**src/rtl/timer_tc_pkg.sv**
```systemverilog
// Shared definitions for the timer/counter peripheral: FSM states, register
// offsets, CTRL bit positions and mode encodings.
package timer_tc_pkg;

    typedef enum logic [1:0] {
        IDLE = 2'd0,
        CNT  = 2'd1,
        INT  = 2'd2
    } state_t;

    localparam logic [1:0] CTRL_OFF   = 2'd0;
    localparam logic [1:0] PRESET_OFF = 2'd1;
    localparam logic [1:0] COUNT_OFF  = 2'd2;

    localparam int EN      = 0;
    localparam int MODE_LO = 1;
    localparam int MODE_HI = 2;
    localparam int IM      = 3;

    localparam logic [1:0] ONE_SHOT    = 2'b00;
    localparam logic [1:0] AUTO_RELOAD = 2'b01;

endpackage

```
**src/rtl/timer_tc_byte_merge.sv**
```systemverilog
// Combinational byte-lane merge: lanes with byteen set take wdata, the
// others keep the old register value.
module byte_merge (
    input  logic [31:0] old_val,
    input  logic [31:0] wdata,
    input  logic [3:0]  byteen,
    output logic [31:0] merged
);

    always_comb begin
        merged = old_val;
        for (int i = 0; i < 4; i++) begin
            if (byteen[i]) begin
                merged[8*i +: 8] = wdata[8*i +: 8];
            end
        end
    end

endmodule

```
**src/rtl/timer_tc.sv**
```systemverilog
// Memory-mapped countdown timer with one-shot / auto-reload modes and a
// maskable interrupt request.
module timer_tc
    import timer_tc_pkg::*;
#(
    parameter logic [31:0] BASE = 32'h0000_7f00
) (
    input  logic        clk,
    input  logic        reset,
    input  logic [31:0] addr,
    input  logic        we,
    input  logic [3:0]  byteen,
    input  logic [31:0] wdata,
    output logic [31:0] rdata,
    output logic        irq
);

    logic [3:0]  ctrl;
    logic [31:0] preset;
    logic [31:0] count;
    logic        irq_flag;
    state_t      state;
    state_t      state_next;

    logic        sel;
    logic [1:0]  off;
    logic        wr_ctrl;
    logic        wr_preset;
    logic [31:0] preset_merged;
    logic        unused_addr;

    logic [31:0] count_next;
    logic        flag_set;
    logic        flag_clr;
    logic        en_clr;

    assign sel         = (addr[31:4] == BASE[31:4]);
    assign off         = addr[3:2];
    assign unused_addr = ^addr[1:0];
    assign wr_ctrl     = sel && we && (off == CTRL_OFF) && (|byteen);
    assign wr_preset   = sel && we && (off == PRESET_OFF) && (|byteen);

    byte_merge u_preset_merge (
        .old_val (preset),
        .wdata   (wdata),
        .byteen  (byteen),
        .merged  (preset_merged)
    );

    always_comb begin
        state_next = state;
        count_next = count;
        flag_set   = 1'b0;
        flag_clr   = 1'b0;
        en_clr     = 1'b0;
        case (state)
            IDLE: begin
                if (ctrl[EN]) begin
                    count_next = preset;
                    state_next = CNT;
                end
            end
            CNT: begin
                if (!ctrl[EN]) begin
                    state_next = IDLE;
                end else if (count > 32'd1) begin
                    count_next = count - 32'd1;
                end else begin
                    count_next = 32'd0;
                    flag_set   = 1'b1;
                    state_next = INT;
                end
            end
            INT: begin
                // Modes 10 and 11 fall into the one-shot branch.
                if (ctrl[MODE_HI:MODE_LO] == AUTO_RELOAD) begin
                    flag_clr   = 1'b1;
                    count_next = preset;
                    state_next = CNT;
                end else begin
                    en_clr     = 1'b1;
                    state_next = IDLE;
                end
            end
            default: begin
                state_next = IDLE;
            end
        endcase
    end

    always_ff @(posedge clk or negedge reset) begin
        if (!reset) begin
            state <= IDLE;
            count <= 32'd0;
        end else begin
            state <= state_next;
            count <= count_next;
        end
    end

    // A bus write to CTRL overrides the one-shot EN clear in the same cycle.
    always_ff @(posedge clk or negedge reset) begin
        if (!reset) begin
            ctrl <= 4'd0;
        end else if (wr_ctrl && byteen[0]) begin
            ctrl <= wdata[3:0];
        end else if (en_clr) begin
            ctrl[EN] <= 1'b0;
        end
    end

    always_ff @(posedge clk or negedge reset) begin
        if (!reset) begin
            preset <= 32'd0;
        end else if (wr_preset) begin
            preset <= preset_merged;
        end
    end

    always_ff @(posedge clk or negedge reset) begin
        if (!reset) begin
            irq_flag <= 1'b0;
        end else if (wr_ctrl || wr_preset || flag_clr) begin
            irq_flag <= 1'b0;
        end else if (flag_set) begin
            irq_flag <= 1'b1;
        end
    end

    always_comb begin
        rdata = 32'd0;
        if (sel) begin
            case (off)
                CTRL_OFF:   rdata = {28'd0, ctrl};
                PRESET_OFF: rdata = preset;
                COUNT_OFF:  rdata = count;
                default:    rdata = 32'd0;
            endcase
        end
    end

    assign irq = irq_flag & ctrl[IM];

endmodule

```
**config.mk**
```make
export PLATFORM = sky130hd
export DESIGN_NAME = timer_tc
export DESIGN_NICKNAME = d
export VERILOG_FILES = /design/src/rtl/timer_tc_pkg.sv /design/src/rtl/timer_tc_byte_merge.sv /design/src/rtl/timer_tc.sv
export SDC_FILE = /design/constraint.sdc
export NUM_CORES = 1
export LEC_CHECK = 0
export CORE_MARGIN = 3
export CORE_UTILIZATION = 56
export CTS_BUF_LIST = sky130_fd_sc_hd__clkbuf_16
export DETAILED_ROUTE_END_ITERATION = 16
export PLACE_DENSITY = 0.87
export REMOVE_ABC_BUFFERS = 1
export SYNTH_ARGS = -nofsm -noshare
export SYNTH_HDL_FRONTEND = slang
export SYNTH_HIERARCHICAL = 1
export SYNTH_SLANG_ARGS = --single-unit
```
**constraint.sdc**
```tcl
create_clock -name clk -period 6.41 [get_ports clk]
set_input_delay 1.6025 -clock clk [delete_from_list [all_inputs] [get_ports clk]]
set_output_delay 1.6025 -clock clk [all_outputs]
set_load 0.05 [all_outputs]
```
==> qor.yml <==
routed_wl_um: 14100
fmax_mhz: 182.0
ys_warn_count: 6
wire_per_inst_um: 21.01
syn_area_per_cell_sq_um: 9.787
vias_per_cell: 6.784
finalSetupViolCount: 0
cts_buffer_depth: 2
tritoncts: "done"
clock_latency_ns: 0.34
cts_made_buffers: 9
critPathKind: "in -> out"
firstDrtPassIters: 5
rsz0062_at_grt: "false"
grt_start_max_net_pins: 72
fp.coreArea_sq_um: 7968
portBuffers: 101
start_kind: "input port"
dpl.cell_count: 656
ant_nets: 0
maxSlewViolCount: 0
synthToLayoutAreaGrowth_pct: 33.47
final_common_cell: "dfrtp_1"
antenna_cells: 0
ir_worst_vdd_v: 0.0001257
die_x_um: 97.97
postCtsSetupRepairBufs: 0
synth.ff_latch_count: 71
ctsResizeCount: 0
die-area_sq_um: 9598
endpoint_kind: "output pin"
final_nets: 638
vias: 4552
grt_pass1_vias: 4530
fill_cells: 495
final.min_clock_period_ns: 5.496
power_density_nw_per_um2: 155.0
fin_cells: 671
final_cell_mix: "dfrtp_1 (71), clkdlybuf4s50_1 (68), nor2_1 (55)"
clk_transition_reported_paths_ns: 0.05
synthArstFlopShare_pct: 100.0
synth_flop_cell: "dfrtp_1"
hold_buffers: 0
track_usage_pct: 29.65
dp_slack_ns: 0.9602
fin_crit_sh_pct: 85.74
synthCells: 484
start_util_pct: 59.45
dp_hpwl_um: 9408
place_congestion: 0.9652
hold_path_class: "reg -> reg"
synthesis.area_sq_um: 4737
grt_pass1_wl_um: 23100
finClkSkew_ns: 0.004621
status: "completed"
hold-worst-slack_ns: 0.5303
drive_gt1_share_pct: 17.93
synth.distinct_cells: 58
yosysSeqAreaShare_pct: 37.51
clockRootBuffer: "clkbuf_16"
path_max_fanout: 17
crit_arrival_ns: 3.89
drc: 0
grt.overflow.total: 0
cp_data_required_time_ns: 4.81
power_leakage_nw: 2.737
h-tree-depth: 3
slew_headroom_pct: 28.90
row_count: 32
io_pins: 104
cap_viol_max_count: 0
die_h_um: 97.97
finalHoldViolations: 0
cts.sink_count: 71
tns_ns: 0
drtIter0Drc: 501
synth-edff-count: 0
antenna_found_initial: 0
finalWorstSetupSlack_ns: 0.9140
tightest_slew_ns: 1.063
-- registers in the layout, summed over array words and instances (netlist names) --
name      flops
preset       32
ctrl          4
irq_flag      1
count        32
state         2
-- power breakdown --
group | internal (mW) | switching (mW) | leakage (nW)
registers | 0.448 | 0.0000000187 | 0.987
clock network | 0.254 | 0.185 | 0.130
logic | 0.0572 | 0.0353 | 1.62
total | 0.760 | 0.220 | 2.74
-- synth_stat cells, drive strengths merged (12+ instances only) --
cell / number / area share, %
dfrtp: 71 / 38
mux2: 68 / 19
nor2: 56 / 4.4
a22oi: 35 / 5.5
clkbuf: 29 / 2.3
nand2: 22 / 1.7
o21ai: 19 / 2.0
a21oi: 15 / 1.6
nor4: 14 / 2.1
nor3: 13 / 1.5
inv: 12 / 0.95
nand3: 12 / 1.3
-- cell type report --
cell class	instances	area, sq um	share of cell area (%)
well taps	102	127.6	2.019
multi-input cells	361	2724	43.08
clock buffers	9	225.2	3.562
repair buffers	110	1394	22.05
flip-flops and latches	71	1777	28.10
inverters	12	45.04	0.7124
clock inverters	6	30.03	0.4750
-- worst paths after layout --
| kind | cells past startpoint | endpoint | slack, ns | start |
|---|---|---|---|---|
| setup / recovery | 6 | rdata[23] | 0.91 | addr[2] |
| hold / removal | 1 | count[15]$_DFFE_PN0P_ | 0.53 | count[15]$_DFFE_PN0P_ |
| setup reg to reg | 5 | count[8]$_DFFE_PN0P_ | 2.87 | count[6]$_DFFE_PN0P_ |
| hold reg to reg | 1 | count[15]$_DFFE_PN0P_ | 0.53 | count[15]$_DFFE_PN0P_ |
| max in group asynchronous | 2 | count[0]$_DFFE_PN0P_ | 4.33 | reset |
| min in group asynchronous | 2 | preset[14]$_DFFE_PN0P_ | 1.48 | reset |
-- stage by stage --
stage          instance area, sq um  util (%)  total power, mW
2_1_floorplan                  4532         -           0.4824
3_3_place_gp                   6067     76.15           0.5467
3_5_place_dp                   6067     76.15           0.5489
4_1_cts                        6322     79.35           0.9822
5_1_grt                        6322     79.35            1.006
6_report                       6322     79.35           0.9801
-- logic make-up (layout without fill, tap and decap cells) --
logic type,after synthesis,count (layout),share of synthesized area (%)
buffers and inverters,52,137,5.282
AO/OA/AOI/OAI,129,129,19.65
flip-flops,71,71,37.51
multiplexers,75,75,20.18
adder cells (fa/ha/maj),2,2,0.5282
AND/OR/NAND/NOR,155,155,16.85
-- critical path, cell delays in order --
cell and delay [ns]:
clkdlybuf4s50_1 0.74, nor2b_2 0.64, buf_4 0.36, a22oi_1 0.17, nor2_1 0.21, buf_12 0.17
-- metal layers --
layer  up-vias  GRT usage [%]  wire length (um)
met3        30          5.071              1387
li1       2011              -                 -
met4         0          10.01               293
met2       300          49.74              6957
met5         -              0                 0
met1      2211          38.91              5460
Note: power is estimated with default switching activity, not from simulation.
